[src/rtl/dummy_loc_sequencer.sv]
// Constant-length shift-position sequencer: mixes real position-RAM locations with
// LFSR dummy positions so every run emits exactly MAX_WEIGHT slots.
module dummy_loc_sequencer #(
  parameter int unsigned N              = 17669,
  parameter int unsigned M              = 15,
  parameter int unsigned MAX_WEIGHT     = 75,
  parameter int unsigned LOG_MAX_WEIGHT = 7
) (
  input  logic                      clk,
  input  logic                      rst_n,
  input  logic                      start_i,
  input  logic [LOG_MAX_WEIGHT-1:0] weight_i,
  input  logic [31:0]               seed_i,
  output logic [LOG_MAX_WEIGHT-1:0] loc_addr_o,
  input  logic [M-1:0]              loc_in_i,
  output logic                      out_valid_o,
  input  logic                      out_ready_i,
  output logic [M-1:0]              out_pos_o,
  output logic                      out_real_o,
  output logic                      busy_o,
  output logic                      done_o
);

  localparam int unsigned   LW        = LOG_MAX_WEIGHT;
  localparam logic [LW-1:0] MAX_W     = LW'(MAX_WEIGHT);
  localparam logic [M-1:0]  N_M       = M'(N);
  localparam logic [31:0]   LFSR_MASK = 32'h8020_0003;

  typedef enum logic [1:0] {IDLE, PRIME, RUN, DONE} state_e;

  state_e        state_q, state_d;
  logic [LW-1:0] r_q, rtot_q, s_q, loc_addr_q;
  logic [31:0]   lfsr_q;
  logic          hold_q, pend_q;
  logic [M-1:0]  fifo0_q, fifo1_q;
  logic [1:0]    cnt_q;
  logic          out_valid_q, out_real_q, busy_q, done_q;
  logic [M-1:0]  out_pos_q;

  logic          start_ok, pick_real, slot_open, load, pop, issue;
  logic [1:0]    occ_after;
  logic [M-1:0]  lfsr_low, dummy_pos;
  logic [31:0]   lfsr_step;

  // Next state, slot decision and prefetch control
  always_comb begin
    state_d   = state_q;
    start_ok  = 1'b0;
    load      = 1'b0;
    slot_open = (!out_valid_q) || out_ready_i;
    pick_real = (r_q == s_q) || ((r_q != '0) && lfsr_q[0]);
    lfsr_low  = lfsr_q[M-1:0];
    dummy_pos = (lfsr_low >= N_M) ? (lfsr_low - N_M) : lfsr_low;
    lfsr_step = lfsr_q[0] ? ((lfsr_q >> 1) ^ LFSR_MASK) : (lfsr_q >> 1);
    case (state_q)
      IDLE: begin
        if (start_i) begin
          start_ok = 1'b1;
          state_d  = PRIME;
        end
      end
      PRIME: state_d = RUN;
      RUN: begin
        // A real slot can only be taken once its location has landed in the FIFO
        load = !hold_q && (s_q != '0) && slot_open && (!pick_real || (cnt_q != 2'd0));
        if (out_valid_q && out_ready_i && (s_q == '0)) state_d = DONE;
      end
      DONE:    state_d = IDLE;
      default: state_d = IDLE;
    endcase
    pop       = load && pick_real;
    // Counting the same-cycle pop keeps the FIFO streaming one location per cycle
    occ_after = cnt_q + 2'(pend_q) - 2'(pop);
    issue     = ((state_q == PRIME) || (state_q == RUN)) &&
                (occ_after < 2'd2) && (loc_addr_q < rtot_q);
  end

  always_ff @(posedge clk or negedge rst_n) begin
    if (!rst_n) state_q <= IDLE;
    else        state_q <= state_d;
  end

  // Run counters, LFSR, prefetch FIFO and output register
  always_ff @(posedge clk or negedge rst_n) begin
    if (!rst_n) begin
      r_q         <= '0;
      rtot_q      <= '0;
      s_q         <= '0;
      loc_addr_q  <= '0;
      lfsr_q      <= 32'h1;
      hold_q      <= 1'b0;
      pend_q      <= 1'b0;
      fifo0_q     <= '0;
      fifo1_q     <= '0;
      cnt_q       <= '0;
      out_valid_q <= 1'b0;
      out_pos_q   <= '0;
      out_real_q  <= 1'b0;
      busy_q      <= 1'b0;
      done_q      <= 1'b0;
    end else begin
      hold_q <= (state_q == PRIME);
      busy_q <= (state_d != IDLE);
      done_q <= (state_d == DONE);
      pend_q <= issue;

      if (start_ok) begin
        r_q        <= (weight_i > MAX_W) ? MAX_W : weight_i;
        rtot_q     <= (weight_i > MAX_W) ? MAX_W : weight_i;
        s_q        <= MAX_W;
        lfsr_q     <= (seed_i == 32'h0) ? 32'h1 : seed_i;
        loc_addr_q <= '0;
      end else begin
        if (issue) loc_addr_q <= loc_addr_q + LW'(1);
        if (load) begin
          s_q    <= s_q - LW'(1);
          lfsr_q <= lfsr_step;
          if (pick_real) r_q <= r_q - LW'(1);
        end
      end

      if (load) begin
        out_valid_q <= 1'b1;
        out_pos_q   <= pick_real ? fifo0_q : dummy_pos;
        out_real_q  <= pick_real;
      end else if (out_ready_i) begin
        out_valid_q <= 1'b0;
      end

      // Two-entry FIFO with fifo0_q as head; pend_q marks RAM data arriving now
      case ({pend_q, pop})
        2'b10: begin
          if (cnt_q == 2'd0) fifo0_q <= loc_in_i;
          else               fifo1_q <= loc_in_i;
          cnt_q <= cnt_q + 2'd1;
        end
        2'b01: begin
          fifo0_q <= fifo1_q;
          cnt_q   <= cnt_q - 2'd1;
        end
        2'b11: begin
          if (cnt_q == 2'd1) begin
            fifo0_q <= loc_in_i;
          end else begin
            fifo0_q <= fifo1_q;
            fifo1_q <= loc_in_i;
          end
        end
        default: ;
      endcase
    end
  end

  assign loc_addr_o  = loc_addr_q;
  assign out_valid_o = out_valid_q;
  assign out_pos_o   = out_pos_q;
  assign out_real_o  = out_real_q;
  assign busy_o      = busy_q;
  assign done_o      = done_q;

endmodule
[config.mk]
export PLATFORM = sky130hd
export DESIGN_NAME = dummy_loc_sequencer
export DESIGN_NICKNAME = d
export VERILOG_FILES = /design/src/rtl/dummy_loc_sequencer.sv
export SDC_FILE = /design/constraint.sdc
export NUM_CORES = 1
export LEC_CHECK = 0
export CAP_MARGIN = 20
export CORE_MARGIN = 2
export CORE_UTILIZATION = 55
export CTS_CLUSTER_DIAMETER = 120
export DETAILED_ROUTE_END_ITERATION = 7
export PLACE_DENSITY = 0.82
export SLEW_MARGIN = 40
export SYNTH_ARGS = -nofsm -noshare
export SYNTH_HDL_FRONTEND = slang
export SYNTH_SLANG_ARGS = --single-unit
[constraint.sdc]
create_clock -name clk -period 4.8 [get_ports clk]
set_input_delay 1.2 -clock clk [delete_from_list [all_inputs] [get_ports clk]]
set_output_delay 1.2 -clock clk [all_outputs]
set_load 0.03 [all_outputs]
==> results of run 1 <==
[cell usage in the layout (no fill, tap or decap), types with 11 or more instances in the layout]
cell             count
buf_4               12
clkbuf_16           16
dfrtp_1            114
o21ai_0             55
mux2i_1             30
a21oi_1             21
nor2_1              31
a22oi_1             16
clkdlybuf4s50_1     82
nand3_1             11
inv_1               30
ha_1                21
xor2_1              11
nand2_1             67
mux2_2              16
xnor2_1             25
[path summary, 6_finish.rpt]
check	from	endpoint	slack (ns)	cells after the start
max	out_ready_i	loc_addr_o[6]	1.11	12
min	fifo1_q[5]	fifo1_q[5]	0.51	1
max reg2reg	s_q[3]	loc_addr_o[6]	1.21	11
min reg2reg	fifo1_q[5]	fifo1_q[5]	0.51	1
max in group asynchronous	rst_n	lfsr_q[0]	3.14	2
min in group asynchronous	rst_n	fifo1_q[11]	0.69	1
[synthesized netlist by cell type (all sizes together) (2+ instances only)]
master	n	area [sq um]
a2111oi	3	26.3
a211o	2	18.8
a211oi	10	75.1
a21o	7	52.6
a21oi	31	189
a221o	2	20.0
a22oi	16	120
a31oi	4	25.0
and2	3	18.8
and3	2	17.5
buf	10	95.1
clkbuf	22	82.6
dfrtp	114	2850
ha	21	263
inv	30	113
mux2	16	180
mux2i	30	300
nand2	67	251
nand2b	8	50.1
nand3	11	55.1
nand4	3	18.8
nor2	32	128
nor2b	3	18.8
nor3	8	40.0
nor4	11	75.1
o211ai	2	15.0
o21a	4	30.0
o21ai	56	280
o22ai	11	125
o311ai	3	43.8
o41ai	2	25.0
or4	2	18.8
xnor2	25	219
xor2	11	96.3
[cell families (layout without fill, tap and decap cells)]
group,count (synthesis),after routing,synth area share (%)
AOI/OAI and AO/OA,165,165,18.9
buffers and inverters,63,156,4.99
adders and majority gates,21,21,4.28
muxes,46,46,7.83
xor gates and xnor gates,36,36,5.14
DFF,115,115,46.9
and+or+nand+nor,155,155,12.0
[stage by stage]
| step | cells | worst slack (ns) | utilization [%] |
|---|---|---|---|
| finish | 834 | 1.11 | 69.8 |
| detailed placement | 804 | 0.622 | 65.1 |
| floorplan | 601 | 1.17 | - |
| global placement | 804 | 0.799 | 65.1 |
| global route | 834 | 0.952 | 69.8 |
| CTS | 834 | 1.14 | 69.8 |
[final cells by class]
type                       count  share of cell area (%)
tap                          140                    2.30
inverter                      31                    1.69
clock inverter                 4                   0.329
sequential                   115                    37.9
multi-input combinational    423                    39.2
clock buffer                  26                    6.42
timing repair buffer          95                    12.2
[power groups by stage]
stage	combinational (mW)	clock, mW	sequential [mW]
after floorplan	1.59	0	1.84
after detailed placement	2.31	0	1.81
after global placement	2.21	0	1.79
after global routing	2.57	1.17	1.86
final	2.34	1.10	1.81
after CTS	2.34	1.11	1.80
[routing by layer]
metal  vias to the layer above  share of wire, %  global-route usage, %  wire, um
met5                         -                 0                      0         0
li1                       2315                 -                      -         -
met3                        30               4.4                   6.58       649
met4                         0               2.1                   10.4       301
met2                       153                52                   44.6      7650
met1                      2497                41                   31.6      6020
[worst max-delay path, stage by stage]
cell	delay, ns
clkdlybuf4s50_1	0.48
nand2b_1	0.18
o311ai_4	0.21
nor2_4	0.22
and2_1	0.19
ha_1	0.23
nand2b_1	0.16
a22oi_1	0.19
o2111ai_1	0.27
a211oi_1	0.48
a21o_1	0.20
a21oi_1	0.06
[sequential cells by signal (all words and copies together) (netlist names), 7 cells and up]
name / cells
fifo0_q: 15
fifo1_q: 15
lfsr_q: 32
loc_addr_o: 7
out_pos_o: 15
r_q: 7
rtot_q: 7
s_q: 7
==> flow_summary.json, run 1 <==
{
  "status": "finished, final reports clean",
  "grt_pass1_vias": 5068,
  "core_area_sq_um": 10900,
  "ys.warnings.count": 0,
  "syn-num-nets": 680,
  "startpoint_type": "input pin",
  "max_slew_margin_pct": 50.5,
  "place.gp.congestion": 0.816,
  "chipWidth_um": 110,
  "period_share_pct": 76.9,
  "power_density_nw_per_um2": 691,
  "cts_buffer_depth": 2,
  "synthesis.area_sq_um": 6140,
  "vias_per_cell": 5.99,
  "ys_ff_latch": 115,
  "rsz0062_at_grt": "no",
  "rows": 38,
  "cts_root_buffer": "clkbuf_8",
  "total_power_mw": 5.25,
  "placed_area_sq_um": 7090,
  "numCtsBuffers": 17,
  "synth_edf_count": 0,
  "swShare_pct": 40.5,
  "yosysSeqAreaShare_pct": 46.9,
  "max-vdd-ir-drop_uv": 395,
  "finalCriticalPeriod_ns": 3.69,
  "critPathKind": "in -> reg",
  "start_util_pct": 56.4,
  "p_clk_share_pct": 21.0,
  "hold_viol": 0,
  "cts_tree": "done",
  "drc": 0,
  "postCtsHoldBufs": 0,
  "die_h_um": 110,
  "post-dp-hpwl_mm": 10.3,
  "crit_fanout": 8,
  "io_pins": 84,
  "grt_util_all_layers_pct": 26.1,
  "grt_pass1_wl_mm": 24.1,
  "cts.sinks": 115,
  "nNetsFinal": 762,
  "drive_gt1_share_pct": 12.7,
  "crit_arrival_ns": 4.08,
  "max_freq_ghz": 0.271,
  "ant_nets": 0,
  "ctsResizeCount": 0,
  "wirelength_mm": 14.6,
  "async_flop_share_pct": 100,
  "fin_skew_ns": 0.0125,
  "vias": 4995,
  "path_clk_slew_ns": 0.06,
  "p_int_mw": 3.12,
  "diodes": 0,
  "clk_latency_ns": 0.53,
  "final-seq-area_sq_um": 2880,
  "cp.required_ns": 5.19,
  "antenna_found_initial": 0,
  "p_comb_share_pct": 44.5,
  "cts_setup_buffers": 0,
  "final_area_sq_um": 7600,
  "dieArea_sq_um": 12000,
  "drtIter0Drc": 335,
  "grt_overflow": 0,
  "hold_path.class": "reg -> reg",
  "first_pass_iters": 5,
  "synth_cells": 601,
  "ys.flop_type": "dfrtp_1",
  "drv_cap": 0,
  "worstSetupEndpointType": "register",
  "slew_violations": 0,
  "seqPwrFrac_pct": 34.5,
  "ys_types": 66,
  "syn_avg_cell_area_sq_um": 10.2,
  "grt_max_degree": 59,
  "cts_max_level": 4,
  "total_leakage_power_nw": 3.15,
  "setup_viol": 0,
  "p_switching_mw": 2.13,
  "routedWlPerCell_um": 17.5,
  "area_growth_pct": 23.9,
  "fill_cells": 818,
  "fin_tns_setup_ns": 0,
  "port_buffers": 83,
  "holdWs_ns": 0.507,
  "tightest_slew_ns": 0.743,
  "multi_input_area_sq_um": 2980
}
No activity file was read; power rests on OpenSTA's default activity.
==> run 2: changes to the inputs <==
Settings changed: CORE_UTILIZATION 55 to 50, PLACE_DENSITY 0.82 to 0.79.
Clock period 4.8 ns to 3.1 ns, I/O delays scaled along.
==> run 2 against run 1 <==
Compared with the run above: power increased by 64%; first-iteration DRC count shrank 13%; worst setup slack worse by 0.98 ns; register-to-register slack got worse by 1.1 ns; sequential cell count stayed put; die area rose by 9.6%; clock skew decreased by 0.0050 ns; via count fell by 0.86%; clock-buffer cell count decreased by 6; wire length decreased by 1.7%.
==> flow_summary.json, run 2 (synthesized netlist as in run 1, its figures left out) <==
{
  "place_inst": 829,
  "rows": 40,
  "p_int_mw": 5.25,
  "chipWidth_um": 115,
  "cts_buffer_depth": 2,
  "grt_pass1_vias": 5030,
  "grt_overflow": 0,
  "regToRegEndpoint": "loc_addr_o[5]",
  "fin_util_pct": 66.2,
  "worstSetupEndpointType": "register",
  "max_slew_margin_pct": 54.3,
  "critPathKind": "reg -> reg",
  "crit_family": "compound AO/OA/AOI/OAI gates",
  "setup_viol": 0,
  "holdWs_ns": 0.392,
  "max_stage_delay_ns": 0.57,
  "routedWlPerCell_um": 16.7,
  "endpoint": "loc_addr_o[5]",
  "use_met1_pct": 27.8,
  "use_met2_pct": 39.0,
  "p_switching_mw": 3.35,
  "drtIter0Drc": 291,
  "clk_latency_ns": 0.42,
  "postCtsHoldBufs": 0,
  "diodes": 0,
  "crit_arrival_ns": 3.27,
  "pre_cts_slack_ns": -0.356,
  "core_area_sq_um": 12000,
  "first_pass_iters": 4,
  "cp.depth": 11,
  "slew_violations": 0,
  "io_pins": 84,
  "regMostFlops": "lfsr_q",
  "cp.required_ns": 3.40,
  "area_growth_pct": 29.6,
  "dieArea_sq_um": 13200,
  "numCtsBuffers": 17,
  "status": "finished, final reports clean",
  "die_h_um": 115,
  "grt_pass1_wl_mm": 23.6,
  "critical_path.cell_chain": "or4_4 > o311ai_4 > nor2_4 > and2_4 > ha_1 > nand2b_4 > a22oi_2 > o2111ai_4 > a211oi_4 > a21o_1 > a21oi_1",
  "place.gp.congestion": 0.847,
  "startpoint_type": "register",
  "cpMaxStageDelayCell": "or4_4",
  "seqPwrFrac_pct": 32.4,
  "crit_fanout": 5,
  "total_power_mw": 8.60,
  "ant_nets": 0,
  "cts_max_level": 4,
  "grt_util_met3_pct": 6.33,
  "max-vdd-ir-drop_uv": 491,
  "period_share_pct": 95.9,
  "hold_viol": 0,
  "largest_register_ffs": 32,
  "grt.busiest_layer": "met2",
  "drive_gt1_share_pct": 16.9,
  "fin_ws_ns": 0.128,
  "path_clk_slew_ns": 0.05,
  "mostFrequentLayoutCells": "dfrtp_1, clkdlybuf4s50_1, nand2_1",
  "p_comb_share_pct": 45.1,
  "drv_cap": 0,
  "power_density_nw_per_um2": 1080,
  "port_buffers": 83,
  "cts_root_buffer": "clkbuf_16",
  "fin_skew_ns": 0.00748,
  "vias_per_cell": 5.74,
  "finalCriticalPeriod_ns": 2.97,
  "fin_cells": 863,
  "post-dp-hpwl_mm": 10.2,
  "grt_util_all_layers_pct": 23.0,
  "startpoint": "s_q[2]",
  "r2r_slack_ns": 0.13,
  "start_util_pct": 51.1,
  "cts_tree": "done",
  "hold_path.class": "in -> async",
  "reg2reg_from": "s_q[2]",
  "grt_max_degree": 59,
  "total_leakage_power_nw": 3.33,
  "antenna_found_initial": 0,
  "wirelength_mm": 14.4,
  "max_freq_ghz": 0.336,
  "swShare_pct": 39.0,
  "layout_commonest_cell": "dfrtp_1",
  "drc": 0,
  "reg2reg_depth": 11,
  "tightest_slew_ns": 0.676,
  "critPathBufInv": 0,
  "cts.sinks": 115,
  "p_clk_share_pct": 22.5,
  "nNetsFinal": 783,
  "vias": 4952
}
run 2: cell count changes in the layout (fill, tap and decap cells not counted), sizes merged:
cell / change
buf: +21
clkbuf: -6
clkinv: +5
bufinv: +3
clkinvlp: -1
run 2: worst min path at each step:
stage / end / from / slack, ns / cells past startpoint
floorplan: fifo0_q[7] / fifo0_q[7] / 0.44 / 2
global placement: fifo0_q[2] / fifo0_q[2] / 0.48 / 2
detailed placement: fifo0_q[2] / fifo0_q[2] / 0.49 / 2
CTS: fifo1_q[5] / rst_n / 0.41 / 1
global route: fifo1_q[2] / rst_n / 0.44 / 1
finish: fifo1_q[5] / rst_n / 0.39 / 1
run 2: timing repair:
| action | CTS | global route |
|---|---|---|
| endpoints found under the setup margin | 6 | 8 |
| buffers inserted | 1 | 2 |
| pin swaps | 4 | 9 |
| resized for setup | 5 | 4 |
run 2: area by class of cell:
type / instances / area [sq um]
timing repair buffer: 116 / 1140
tap: 147 / 184
clock inverter: 11 / 136
fill: 875 / 4060
clock buffer: 20 / 447
multi-input combinational: 423 / 3040
sequential: 115 / 2880
inverter: 31 / 129
run 2: per-stage QoR:
| stage | TNS (ns) | cell area, sq um |
|---|---|---|
| floorplan | -0.00761 | 6150 |
| global placement | -2.26 | 7290 |
| detailed placement | -5.64 | 7290 |
| CTS | 0 | 7920 |
| global route | -0.000715 | 7960 |
| finish | 0 | 7960 |
run 2: metal layers:
metal / wire (um) / share of wire, % / vias up
met2: 7410 / 52 / 144
met4: 338 / 2.3 / 0
met1: 5910 / 41 / 2424
li1: - / - / 2355
met3: 727 / 5.1 / 29
met5: 0 / 0 / -
run 2: power groups by stage:
stage | sequential [mW] | clock (mW) | combinational [mW]
after global routing | 2.88 | 2.05 | 4.25
after CTS | 2.78 | 1.97 | 3.86
final | 2.79 | 1.93 | 3.88
after global placement | 2.75 | 0 | 3.61
after floorplan | 2.85 | 0 | 2.47
after detailed placement | 2.79 | 0 | 3.75
==> run 3: changes to the inputs <==
Settings changed: SLEW_MARGIN 40 to 25.
==> results of run 3 <==
Final layout, timing and power as in run 2 (identical DEF).
